<file path="src/rtl/rr_arbiter8_if.sv">
// Request/grant bundle between the requesting agents and rr_arbiter8.
// The master side drives requests; the slave side (the arbiter) returns
// the one-hot grant, the winner index, busy and the timeout pulse.
interface rr_arbiter8_if;
    logic [7:0] req;
    logic [7:0] grant;
    logic [2:0] grant_idx;
    logic       busy;
    logic       timeout;

    modport master (
        output req,
        input  grant,
        input  grant_idx,
        input  busy,
        input  timeout
    );

    modport slave (
        input  req,
        output grant,
        output grant_idx,
        output busy,
        output timeout
    );
endinterface

</file>
<file path="src/rtl/rr_arbiter8.sv">
// Eight-requester round-robin arbiter with registered one-hot grant.
// A grant is held until the winner drops its request; there is no preemption.
// Optional feature macro: ARB_TIMEOUT_EN -- when defined, a grant that has been
// held for MAX_HOLD consecutive cycles is forcibly released with a one-cycle
// timeout pulse. When undefined, no hold counter exists and timeout is 0.
module rr_arbiter8 #(
    parameter int MAX_HOLD = 16
) (
    input  logic         clk,
    input  logic         rst,
    rr_arbiter8_if.slave bus
);

    typedef enum logic {
        IDLE,
        GRANT
    } state_t;

    state_t     state;
    logic [2:0] ptr;
    logic [2:0] grant_idx_q;
    logic [7:0] grant_q;
    logic       busy_q;

    logic [2:0] winner;
    logic [2:0] cand;
    logic       found;
    logic       any_req;
    logic       released;

    // Elaboration-time guard on the hold limit
    if (MAX_HOLD < 1 || MAX_HOLD > 255) begin : g_max_hold_range
        $error("rr_arbiter8: MAX_HOLD must be in 1..255");
    end

`ifdef ARB_TIMEOUT_EN
    localparam int CW = $clog2(MAX_HOLD + 1);

    logic [CW-1:0] hold_cnt;
    logic          timeout_q;
    logic          expire;

    assign expire = (hold_cnt == CW'(MAX_HOLD - 1));
`endif

    assign any_req  = |bus.req;
    assign released = !bus.req[grant_idx_q];

    // Scan requests starting at the pointer and wrapping, first hit wins
    always_comb begin
        winner = ptr;
        found  = 1'b0;
        cand   = ptr;
        for (int i = 0; i < 8; i++) begin
            cand = ptr + 3'(i);
            if (!found && bus.req[cand]) begin
                winner = cand;
                found  = 1'b1;
            end
        end
    end

    // Arbitration FSM: pick a winner from IDLE, hold it in GRANT until release
    always_ff @(posedge clk) begin
        if (rst) begin
            state       <= IDLE;
            ptr         <= 3'd0;
            grant_idx_q <= 3'd0;
            grant_q     <= 8'h00;
            busy_q      <= 1'b0;
`ifdef ARB_TIMEOUT_EN
            hold_cnt    <= '0;
            timeout_q   <= 1'b0;
`endif
        end else begin
`ifdef ARB_TIMEOUT_EN
            timeout_q <= 1'b0;
`endif
            case (state)
                IDLE: begin
                    if (any_req) begin
                        state       <= GRANT;
                        grant_idx_q <= winner;
                        ptr         <= winner + 3'd1;
                        grant_q     <= 8'b1 << winner;
                        busy_q      <= 1'b1;
`ifdef ARB_TIMEOUT_EN
                        hold_cnt    <= '0;
`endif
                    end
                end
                GRANT: begin
                    if (released) begin
                        state   <= IDLE;
                        grant_q <= 8'h00;
                        busy_q  <= 1'b0;
                    end
`ifdef ARB_TIMEOUT_EN
                    else if (expire) begin
                        state     <= IDLE;
                        grant_q   <= 8'h00;
                        busy_q    <= 1'b0;
                        timeout_q <= 1'b1;
                    end else begin
                        hold_cnt <= hold_cnt + CW'(1);
                    end
`endif
                end
                default: begin
                    state <= IDLE;
                end
            endcase
        end
    end

    assign bus.grant     = grant_q;
    assign bus.grant_idx = grant_idx_q;
    assign bus.busy      = busy_q;
`ifdef ARB_TIMEOUT_EN
    assign bus.timeout   = timeout_q;
`else
    assign bus.timeout   = 1'b0;
`endif

endmodule
</file>
<file path="src/flat_wrapper.sv">
// flat-port wrapper written by rule: the top's interface ports become plain ports
module rr_arbiter8_flat 
#(
    parameter int MAX_HOLD = 16
)
  (clk, rst, bus_req, bus_grant, bus_grant_idx, bus_busy, bus_timeout);
  rr_arbiter8_if bus_i ();
  input  logic clk;
  input  logic rst;
  input wire logic [$bits(bus_i.req)-1:0] bus_req;
  output wire logic [$bits(bus_i.grant)-1:0] bus_grant;
  output wire logic [$bits(bus_i.grant_idx)-1:0] bus_grant_idx;
  output wire logic [$bits(bus_i.busy)-1:0] bus_busy;
  output wire logic [$bits(bus_i.timeout)-1:0] bus_timeout;
  assign bus_i.req = bus_req;
  assign bus_grant = bus_i.grant;
  assign bus_grant_idx = bus_i.grant_idx;
  assign bus_busy = bus_i.busy;
  assign bus_timeout = bus_i.timeout;
  rr_arbiter8 #(.MAX_HOLD(MAX_HOLD)) u_core (.clk(clk), .rst(rst), .bus(bus_i));
endmodule
</file>
<file path="config.mk">
export PLATFORM = sky130hd
export DESIGN_NAME = rr_arbiter8_flat
export DESIGN_NICKNAME = d
export VERILOG_FILES = /design/src/rtl/rr_arbiter8_if.sv /design/src/rtl/rr_arbiter8.sv /design/src/flat_wrapper.sv
export SDC_FILE = /design/constraint.sdc
export NUM_CORES = 1
export LEC_CHECK = 0
export BUFFER_PORTS_ARGS = -buffer_cell sky130_fd_sc_hd__buf_2
export CAP_MARGIN = 20
export CORE_UTILIZATION = 35
export DETAILED_ROUTE_END_ITERATION = 12
export GPL_ROUTABILITY_DRIVEN = 1
export HOLD_SLACK_MARGIN = 0.1
export PLACE_DENSITY = 0.62
export RECOVER_POWER = 25
export SYNTH_ARGS = -nofsm -noshare
export SYNTH_HDL_FRONTEND = slang
export SYNTH_SLANG_ARGS = --single-unit
</file>
<file path="constraint.sdc">
create_clock -name clk -period 5.1 [get_ports clk]
set_input_delay 0.51 -clock clk [delete_from_list [all_inputs] [get_ports clk]]
set_output_delay 0.51 -clock clk [all_outputs]
set_load 0.03 [all_outputs]
</file>
==> results by group, run 1 <==
Run status
  • Outcome: complete, no violations

Power and ir drop
  • Total power per unit cell area: 688 nW/um2
  • Part of the total power dissipated in combinational logic: 0.758
  • Leakage power of the design: 0.693 nW
  • Switching power: approximately 630 uW
  • Internal power component: 620 uW
  • Worst IR Drop VDD: around 0.29 mV
  • Fraction of power spent switching nets: 0.502
  • Clock group share of total power: 0.073
  • Sequential power share: 0.169

Hold path
  • Min-Delay Path Class: reg -> reg

Yosys
  • Number of synthesized flops with an enable pin: 0
  • Synthesized instance count: roughly 190
  • Most used flip-flop cell after synthesis: sky130_fd_sc_hd__dfxtp_1
  • Net count after synthesis: 203
  • Post-synthesis instance area: about 1700 um2
  • Sequential share of the synthesized area: 0.192
  • #FFs+latches synth: 16
  • Avg Synthesized Cell Area: 8.87 um2
  • Warnings, synthesis: 0
  • Cell variety after synth: 52
  • Post-synthesis async set-or-reset flop share: 0

Final layout
  • N_diodes: 0
  • Net count of the finished layout: between 200 and 250
  • Number of fill cells: around 430
  • Growth of design area from synthesis to finish: 8.63%
  • Fraction of final layout cells with drive strength greater than 1: 0.214

Floorplan
  • Count of boundary I/O pins: 23
  • Core Footprint: 4470 um2
  • Overall die width: a little over 70 um
  • Area of the die: between 5000 and 6000 um2
  • Die Y-Extent: approximately 71 um
  • Site row count: 24
  • Starting utilization of the core area: 0.373

STA
  • Hold slack: 0.454 ns
  • RSZ-0062 raised after global routing: false
  • Finish-stage setup viols: 0
  • Worst slew margin relative to its limit: 0.411
  • Clock period minus worst slack: 4.09 ns
  • Part of the cycle the worst path needs: 0.802
  • Final Skew: approximately 0.0022 ns
  • Least-Margin Pin Slew: a little under 0.9 ns
  • Post-route setup TNS: 0 ns
  • Max-slew violation count: 0
  • Number of hold violations in the final report: 0
  • Max frequency: 0.245 GHz

Drt
  • Post-route ant nets: 0
  • Mean number of vias per cell: around 6
  • Via count: around 1500
  • Total wire length: 3980 um
  • Detailed-route DRC error count: 0
  • Wire length per cell: approximately 16 um
  • Number of iterations in the first detailed-routing pass: 4
  • Drt first-iter violations: 92

Global route
  • Total routing resource utilization after global routing: 0.168
  • Maximum number of pins on one net before global-route repair: 23
  • Number of global-route vias before repair: about 1400
  • Antenna violations before repair: 0
  • Final global-route overflow total: 0
  • Global-route wire length before repair: roughly 7000 um

Placed design
  • DP HPWL: 2960 um
  • I/O Buffers: 21
  • Global placement routability congestion: just under 0.9

Setup path
  • Largest stage delay on the critical path: about 0.7 ns
  • Cell at the slowest stage of the critical path: sky130_fd_sc_hd__ha_1
  • Required time of the critical path: about 5.2 ns
  • Critical Path, Cell by Cell: inv_2, ha_1, mux2i_1, mux4_2, a32o_2, a221o_1, o211a_1, nor3_2, ha_1, nand2_1, a21oi_1
  • Type of the worst setup path: reg -> reg
  • CP startpoint kind: flip-flop
  • Most prevalent standard cell on the critical path: sky130_fd_sc_hd__ha_1
  • Crit-path max FO: 14
  • Worst setup EP type: flip-flop
  • Worst EP arrival: 4.21 ns

Clock tree
  • Setup Buffers After CTS: 0
  • # resized after CTS: 0
  • Clock-pin slew of the registers on the worst-case setup and hold paths: 0.06 ns
  • Inserted Clock Buffers: 3
  • Clock buffer depth: 2
  • Clock tree from TritonCTS: done
  • Worst-Skew Late Latency: about 0.24 ns
  • Master cell of the clock root buffer: sky130_fd_sc_hd__clkbuf_8
  • Number of H-tree branching levels: 1
  • Number of hold buffers added after CTS: 0
  • Total clock sinks: 16

Flow run
  • Number of maximum-capacitance violations: 0
-- final cells by class --
type	instances	area (um2)	share of cell area
Clock buffer	3	41.3	0.0228
Inverter	11	41.3	0.0228
Multi-Input combinational cell	149	1240	0.684
Sequential cell	16	320	0.177
Tap cell	52	65.1	0.0359
Timing Repair Buffer	22	104	0.0573
-- cell families (layout without fill, tap and decap cells) --
group                    count (synthesis)  in the layout  synth area share
AO/OA/AOI/OAI                           48             48             0.212
XOR/XNOR                                 4              4            0.0210
adder cells (fa/ha/maj)                  5              5            0.0375
buffers and inverters                   23             36            0.0645
flip-flops                              16             16             0.192
multiplexers                            27             27             0.270
other                                    1              1           0.00225
AND/OR/NAND/NOR                         64             64             0.201
-- critical path, delay by kind of cell, from the launching register on --
family / cells / cell delay (ns)
and+or+nand+nor: 2 / 0.51
DFF: 1 / 0.68
muxes: 2 / 0.72
buffers and inverters: 1 / 0.17
AOI/OAI and AO/OA: 4 / 0.87
adders and majority gates: 2 / 1.02
-- layout by cell type, fill, tap and decap left out, types with 2 or more instances in the layout --
cell,n
sky130_fd_sc_hd__a21oi_1,18
sky130_fd_sc_hd__nand2_1,17
sky130_fd_sc_hd__dfxtp_1,16
sky130_fd_sc_hd__mux4_2,14
sky130_fd_sc_hd__buf_2,14
sky130_fd_sc_hd__mux2i_1,11
sky130_fd_sc_hd__nor2_1,11
sky130_fd_sc_hd__nand3_1,11
sky130_fd_sc_hd__inv_1,10
sky130_fd_sc_hd__nand2b_1,7
sky130_fd_sc_hd__clkbuf_1,7
sky130_fd_sc_hd__a211oi_1,5
sky130_fd_sc_hd__ha_1,5
sky130_fd_sc_hd__a32o_1,4
sky130_fd_sc_hd__and2_1,4
sky130_fd_sc_hd__or2_2,3
sky130_fd_sc_hd__a21o_1,3
sky130_fd_sc_hd__or4_1,3
sky130_fd_sc_hd__clkbuf_8,3
sky130_fd_sc_hd__xnor2_1,2
sky130_fd_sc_hd__xor2_1,2
sky130_fd_sc_hd__nand3b_1,2
-- final timing paths --
| path | slack, ns | end | cells after the start | start |
|---|---|---|---|---|
| min | 0.45 | u_core.bus.grant[3] | 2 | u_core.bus.grant[3] |
| min reg2reg | 0.45 | u_core.bus.grant[3] | 2 | u_core.bus.grant[3] |
| max reg2reg | 1.01 | u_core.ptr[2] | 11 | u_core.ptr[0] |
| max | 1.01 | u_core.ptr[2] | 11 | u_core.ptr[0] |
-- Yosys cell counts (2+ instances only) --
library cell                n  area, um2
sky130_fd_sc_hd__a211oi_1   5       37.5
sky130_fd_sc_hd__a21o_1     3       22.5
sky130_fd_sc_hd__a21oi_1   18       90.1
sky130_fd_sc_hd__a32o_1     4       40.0
sky130_fd_sc_hd__and2_1     4       25.0
sky130_fd_sc_hd__buf_1      2       7.51
sky130_fd_sc_hd__buf_2      2       10.0
sky130_fd_sc_hd__buf_6      2       22.5
sky130_fd_sc_hd__clkbuf_1   5       18.8
sky130_fd_sc_hd__dfxtp_1   16        320
sky130_fd_sc_hd__ha_1       5       62.6
sky130_fd_sc_hd__inv_1     10       37.5
sky130_fd_sc_hd__mux2i_1   11        110
sky130_fd_sc_hd__mux4_2    14        315
sky130_fd_sc_hd__nand2_1   17       63.8
sky130_fd_sc_hd__nand2b_1   7       43.8
sky130_fd_sc_hd__nand3_1   11       55.1
sky130_fd_sc_hd__nand3b_1   2       15.0
sky130_fd_sc_hd__nor2_1    11       41.3
sky130_fd_sc_hd__or2_2      3       18.8
sky130_fd_sc_hd__or4_1      3       22.5
sky130_fd_sc_hd__xnor2_1    2       17.5
sky130_fd_sc_hd__xor2_1     2       17.5
-- state kept, by name, summed over array words and instances, names as in the netlist --
signal / cells
u_core.bus.busy: 1
u_core.state: 1
u_core.bus.grant: 8
u_core.bus.grant_idx: 3
u_core.ptr: 3
-- through the flow --
stage,setup WS [ns],cell area [um2],util,power (mW),instances
2_1_floorplan,1.35,1670,-,0.994,188
3_3_place_gp,1.04,1780,0.398,1.16,250
3_5_place_dp,0.986,1780,0.398,1.16,250
4_1_cts,0.994,1820,0.407,1.26,253
5_1_grt,0.622,1810,0.405,1.38,253
6_report,1.01,1810,0.405,1.25,253
-- per-layer routing --
| metal | up-vias | GRT usage | wire [um] |
|---|---|---|---|
| met5 | - | 0 | 0 |
| met4 | 0 | 0.0511 | 31 |
| met3 | 4 | 0.0142 | 155 |
| met2 | 38 | 0.277 | 1970 |
| met1 | 732 | 0.234 | 1820 |
| li1 | 744 | - | - |
-- power groups by stage --
| stage | clock network [mW] | registers [mW] | logic (mW) |
|---|---|---|---|
| after floorplan | 0 | 0.238 | 0.756 |
| after global placement | 0 | 0.212 | 0.949 |
| after detailed placement | 0 | 0.214 | 0.949 |
| after CTS | 0.0959 | 0.211 | 0.953 |
| after global routing | 0.102 | 0.219 | 1.05 |
| final | 0.0906 | 0.211 | 0.945 |
Note: power is estimated with default switching activity, not from simulation.
==> inputs of run 2 (changes only) <==
==> constraint.sdc (replaced) <==
create_clock -name clk -period 3.9 [get_ports clk]
set_input_delay 0.39 -clock clk [delete_from_list [all_inputs] [get_ports clk]]
set_output_delay 0.39 -clock clk [all_outputs]
set_load 0.03 [all_outputs]
==> run 2 against run 1 <==
Net effect:
- non-clock buffer count is 4 higher
- cell area up 2.5%
- sequential power is 20% higher
- via count is 1.8% higher
- first-iteration DRC count down 15%
- clock power grew 59%
- setup slack worse by 0.74 ns
- register-to-register slack lost 0.74 ns
- core utilization rose by 1.0 points
- sequential share of layout area decreased by 0.43 points
- critical endpoint unchanged
- critical path type unchanged
- global-route usage grew 0.060 points
==> results by group, run 2 (synthesized netlist as in run 1, its figures left out) <==
Run status
  • Outcome: complete, no violations

Global route
  • Final global-route overflow total: 0
  • Maximum number of pins on one net before global-route repair: 18
  • Global-route wire length before repair: around 7000 um
  • Antenna violations before repair: 0
  • Number of global-route vias before repair: about 1400
  • Total routing resource utilization after global routing: 0.168

Setup path
  • Required time of the critical path: about 4 ns
  • Type of the worst setup path: reg -> reg
  • CP startpoint kind: flip-flop
  • Worst setup EP type: flip-flop
  • Depth of the most critical reg-to-reg path: 11
  • Worst reg2reg endpoint: u_core.ptr[2]
  • Setup slack of the most critical reg-to-reg path: about 0.27 ns
  • Crit-path max FO: 14
  • Source of the worst register-to-register timing path: u_core.ptr[1]
  • Worst EP arrival: between 3 and 4 ns

Hold path
  • Start point of the worst min-delay path: u_core.bus.grant[3]
  • Capture endpoint of the worst hold path: u_core.bus.grant[3]
  • Min-Delay Path Class: reg -> reg
  • Depth of the worst hold-timing path: 2

Placed design
  • I/O Buffers: 21
  • DP HPWL: between 3000 and 4000 um
  • Global placement routability congestion: just under 0.9

Power and ir drop
  • Worst IR Drop VDD: between 0.4 and 0.5 mV
  • Leakage power of the design: slightly above 0.7 nW
  • Total power per unit cell area: 918 nW/um2
  • PnR Total Power: 1.70 mW

STA
  • Max frequency: 0.275 GHz
  • Number of hold violations in the final report: 0
  • Final Skew: roughly 0.0018 ns
  • Least-Margin Pin Slew: about 0.67 ns
  • RSZ-0062 raised after global routing: false
  • Part of the cycle the worst path needs: 0.931
  • Post-route setup TNS: 0 ns
  • Clock period minus worst slack: between 3 and 4 ns
  • Finish-stage setup viols: 0
  • Worst slew margin relative to its limit: 0.550
  • Max-slew violation count: 0

Clock tree
  • Master cell of the clock root buffer: sky130_fd_sc_hd__clkbuf_8
  • Worst-Skew Late Latency: 0.25 ns
  • Number of H-tree branching levels: 1
  • Clock buffer depth: 2
  • Clock tree from TritonCTS: done
  • Inserted Clock Buffers: 3
  • Number of hold buffers added after CTS: 0
  • Setup Buffers After CTS: 0
  • Clock-pin slew of the registers on the worst-case setup and hold paths: 0.06 ns
  • Total clock sinks: 16
  • # resized after CTS: 0

Final layout
  • Fraction of final layout cells with drive strength greater than 1: 0.238
  • Leading cell type in the layout, fill and taps excluded: sky130_fd_sc_hd__a21oi_1
  • Net count of the finished layout: roughly 220
  • Growth of design area from synthesis to finish: 11.3%
  • Commonest cells after routing, fill and taps aside: 18 x sky130_fd_sc_hd__a21oi_1, 17 x sky130_fd_sc_hd__nand2_1, 16 x sky130_fd_sc_hd__dfxtp_1
  • Flip-flop count of the largest register, all copies and words added: 8
  • Number of fill cells: between 400 and 500
  • N_diodes: 0

Floorplan
  • Overall die width: around 70 um
  • Site row count: 24
  • Starting utilization of the core area: 0.373
  • Core Footprint: approximately 4500 um2
  • Count of boundary I/O pins: 23
  • Area of the die: between 5000 and 6000 um2
  • Die Y-Extent: slightly above 70 um

Drt
  • Wire length per cell: 16.0 um
  • Detailed-route DRC error count: 0
  • Total wire length: around 4100 um
  • Drt first-iter violations: around 80
  • Via count: 1546
  • Post-route ant nets: 0
  • Number of iterations in the first detailed-routing pass: 5
  • Mean number of vias per cell: ~6

Flow run
  • Number of maximum-capacitance violations: 0
## run 2: changes by cell type in the layout (fill, tap and decap cells not counted)
cell	before	now
sky130_fd_sc_hd__clkbuf_1	7	6
sky130_fd_sc_hd__buf_4	1	5
sky130_fd_sc_hd__clkbuf_8	3	4
sky130_fd_sc_hd__buf_2	14	15
## run 2: metrics by stage
step                hold WS (ns)  area (um2)  utilization  setup WS, ns  std cells
floorplan                  0.462        1670            -         0.153        188
CTS                        0.444        1860        0.417         0.280        258
finish                     0.441        1860        0.415         0.269        258
global placement           0.434        1810        0.404         0.333        254
detailed placement         0.435        1810        0.404         0.286        254
global route               0.499        1860        0.415       0.00288        258
## run 2: worst max-delay path by stage
| stage | startpoint | end | slack, ns | cells past startpoint |
|---|---|---|---|---|
| after global placement | u_core.ptr[1] | u_core.ptr[2] | 0.33 | 11 |
| final | u_core.ptr[1] | u_core.ptr[2] | 0.27 | 11 |
| after global routing | u_core.ptr[1] | u_core.ptr[2] | 0.003 | 11 |
| after CTS | u_core.ptr[1] | u_core.ptr[2] | 0.28 | 11 |
| after floorplan | u_core.ptr[1] | u_core.ptr[2] | 0.15 | 17 |
| after detailed placement | u_core.ptr[1] | u_core.ptr[2] | 0.29 | 11 |
## run 2: layout make-up
cell class / count / area, um2 / area share
multi-input combinational: 149 / 1240 / 0.668
sequential: 16 / 320 / 0.173
timing repair buffer: 26 / 135 / 0.0728
tap: 52 / 65.1 / 0.0350
clock buffer: 4 / 55.1 / 0.0296
inverter: 11 / 41.3 / 0.0222
## run 2: report_power, final
part / switching, mW / total (mW) / internal, mW / leakage [nW]
logic: 0.751 / 1.31 / 0.555 / 0.564
registers: 0.0415 / 0.254 / 0.213 / 0.131
clock network: 0.0548 / 0.144 / 0.0895 / 0.0288
total: 0.847 / 1.70 / 0.858 / 0.724
## run 2: worst max-delay path: stages (launching register included)
cell and delay [ns]:
sky130_fd_sc_hd__dfxtp_1 0.32, sky130_fd_sc_hd__inv_1 0.11, sky130_fd_sc_hd__ha_1 0.68, sky130_fd_sc_hd__mux2i_1 0.19, sky130_fd_sc_hd__mux4_2 0.54, sky130_fd_sc_hd__a32o_2 0.30, sky130_fd_sc_hd__a221o_1 0.33, sky130_fd_sc_hd__o211a_1 0.13
sky130_fd_sc_hd__nor3_2 0.46, sky130_fd_sc_hd__ha_1 0.33, sky130_fd_sc_hd__nand2_1 0.06, sky130_fd_sc_hd__a21oi_1 0.06
## run 2: metal layers
layer,global-route usage,part of all wire,vias up
met5,0,0,-
met4,0.0644,0.0075,0
met3,0.0199,0.045,4
met2,0.281,0.51,54
met1,0.223,0.44,734
li1,-,-,754
==> inputs of run 3 (changes only) <==
--- a/config.mk
+++ b/config.mk
@@ -7,11 +7,11 @@
 export LEC_CHECK = 0
 export BUFFER_PORTS_ARGS = -buffer_cell sky130_fd_sc_hd__buf_2
 export CAP_MARGIN = 20
-export CORE_UTILIZATION = 35
+export CORE_UTILIZATION = 50
 export DETAILED_ROUTE_END_ITERATION = 12
 export GPL_ROUTABILITY_DRIVEN = 1
 export HOLD_SLACK_MARGIN = 0.1
-export PLACE_DENSITY = 0.62
+export PLACE_DENSITY = 0.8
 export RECOVER_POWER = 25
 export SYNTH_ARGS = -nofsm -noshare
 export SYNTH_HDL_FRONTEND = slang
==> run 3 against run 2 <==
Net effect:
- critical path depth unchanged
- clock power decreased by 25%
- clock-buffer cell count unchanged
- clock skew increased by 0.0042 ns
- hold slack improved by 0.0055 ns
- wire length decreased by 8.1%
- non-clock buffer count unchanged
- fmax increased by 3.2%
- flip-flop and latch count unchanged
==> results by group, run 3 (synthesized netlist as in run 1, its figures left out) <==
Run status
  • Outcome: complete, no violations

Final layout
  • Number of fill cells: between 200 and 300
  • Leading cell type in the layout, fill and taps excluded: sky130_fd_sc_hd__a21oi_1
  • Fraction of final layout cells with drive strength greater than 1: 0.238
  • Net count of the finished layout: 222
  • Commonest cells after routing, fill and taps aside: 18 x sky130_fd_sc_hd__a21oi_1, 17 x sky130_fd_sc_hd__nand2_1, 16 x sky130_fd_sc_hd__dfxtp_1
  • Share of the core filled with cells in the final layout: 0.590
  • Summed area of non-filler cells in the final layout: about 1800 um2
  • Flip-flop count of the largest register, all copies and words added: 8
  • Non-filler cells in the finished layout: 250
  • Growth of design area from synthesis to finish: 9.68%
  • N_diodes: 0

Drt
  • Detailed-route DRC error count: 0
  • Total wire length: approximately 3800 um
  • Mean number of vias per cell: 6.13
  • Post-route ant nets: 0
  • Drt first-iter violations: slightly above 60
  • Number of iterations in the first detailed-routing pass: 4
  • Wire length per cell: between 15 and 20 um
  • Via count: 1532

Floorplan
  • Area of the die: about 3600 um2
  • Core Footprint: 3100 um2
  • Starting utilization of the core area: 0.538
  • Overall die width: 59.8 um
  • Count of boundary I/O pins: 23
  • Die Y-Extent: 59.8 um
  • Site row count: 20

Clock tree
  • Inserted Clock Buffers: 3
  • Clock buffer depth: 2
  • Total clock sinks: 16
  • Number of hold buffers added after CTS: 0
  • Clock tree from TritonCTS: done
  • Setup Buffers After CTS: 0
  • Master cell of the clock root buffer: sky130_fd_sc_hd__clkbuf_4
  • Number of H-tree branching levels: 1
  • Clock-pin slew of the registers on the worst-case setup and hold paths: roughly 0.09 ns
  • Worst-Skew Late Latency: approximately 0.29 ns
  • # resized after CTS: 0

STA
  • Hold slack: ~0.45 ns
  • Least-Margin Pin Slew: between 0.7 and 0.8 ns
  • Finish-stage setup viols: 0
  • Clock period minus worst slack: around 3.5 ns
  • Max frequency: between 0.2 and 0.3 GHz
  • Worst path setup slack after routing: 0.382 ns
  • Worst slew margin relative to its limit: 0.519
  • Post-route setup TNS: 0 ns
  • Number of hold violations in the final report: 0
  • Final Skew: around 0.0060 ns
  • Max-slew violation count: 0
  • RSZ-0062 raised after global routing: false
  • Part of the cycle the worst path needs: 0.902

Global route
  • Antenna violations before repair: 0
  • Number of global-route vias before repair: between 1000 and 1500
  • Global-route wire length before repair: 6210 um
  • Total routing resource utilization after global routing: 0.228
  • Final global-route overflow total: 0
  • Maximum number of pins on one net before global-route repair: 18

Power and ir drop
  • Leakage power of the design: 0.711 nW
  • Total power per unit cell area: 907 nW/um2
  • Worst IR Drop VDD: a little under 0.4 mV
  • PnR Total Power: 1.66 mW

Setup path
  • Cell at the slowest stage of the critical path: sky130_fd_sc_hd__ha_2
  • Largest stage delay on the critical path: approximately 0.57 ns
  • Required time of the critical path: roughly 4.1 ns
  • Depth of the most critical reg-to-reg path: 11
  • Worst reg2reg endpoint: u_core.ptr[2]
  • Crit-path max FO: 14
  • Source of the worst register-to-register timing path: u_core.ptr[1]
  • Critical Path, Cell by Cell: inv_1, ha_2, mux2i_1, mux4_2, a32o_2, a221o_1, o211a_1, nor3_2, ha_1, nand2_1, a21oi_1
  • Crit-path leading delay family: adder cells
  • Worst setup EP type: flip-flop
  • Critical path buffer and inverter count: 1
  • Setup slack of the most critical reg-to-reg path: 0.38 ns
  • Type of the worst setup path: reg -> reg
  • Worst EP arrival: 3.69 ns
  • CP startpoint kind: flip-flop

Placed design
  • Post-Place Cells: 246
  • Minimum setup slack after placement: about 0.26 ns
  • Global placement routability congestion: between 0.8 and 0.9
  • I/O Buffers: 21
  • DP HPWL: 2840 um
  • DP Area: ~1800 um2

Flow run
  • Number of maximum-capacitance violations: 0

Hold path
  • Min-Delay Path Class: in -> reg
  • Start point of the worst min-delay path: rst
  • Capture endpoint of the worst hold path: u_core.bus.grant_idx[2]
  • Depth of the worst hold-timing path: 2
run 3: changes by cell type in the layout (fill, tap and decap cells not counted), sizes merged:
| cell | previous run | this run |
|---|---|---|
| buf | 20 | 19 |
| clkbuf | 10 | 11 |
run 3: cell type report:
cell class / instances / area, um2 / share of cell area
clock buffer: 4 / 36.3 / 0.0198
inverter: 11 / 41.3 / 0.0226
multi-input combinational: 149 / 1240 / 0.679
sequential: 16 / 320 / 0.175
tap: 44 / 55.1 / 0.0301
timing repair buffer: 26 / 134 / 0.0732
run 3: how the worst max path moves through the flow:
stage | from | to | slack (ns) | cells past startpoint
after detailed placement | u_core.ptr[1] | u_core.ptr[2] | 0.26 | 11
final | u_core.ptr[1] | u_core.ptr[2] | 0.38 | 11
after global placement | u_core.ptr[1] | u_core.ptr[1] | 0.40 | 12
after CTS | u_core.ptr[1] | u_core.ptr[2] | 0.25 | 11
after global routing | u_core.ptr[1] | u_core.ptr[2] | 0.18 | 11
after floorplan | u_core.ptr[1] | u_core.ptr[2] | 0.15 | 17
run 3: power by group:
part / switching, mW / internal [mW]
clock network: 0.0515 / 0.0569
logic: 0.743 / 0.560
registers: 0.0355 / 0.212
total: 0.830 / 0.829
run 3: metal layers:
metal  up-vias  GRT usage  wire [um]
li1        753          -          -
met1       717      0.332       1680
met2        58      0.367       1850
met3         4     0.0281        253
met4         0     0.0365         21
met5         -          0          0
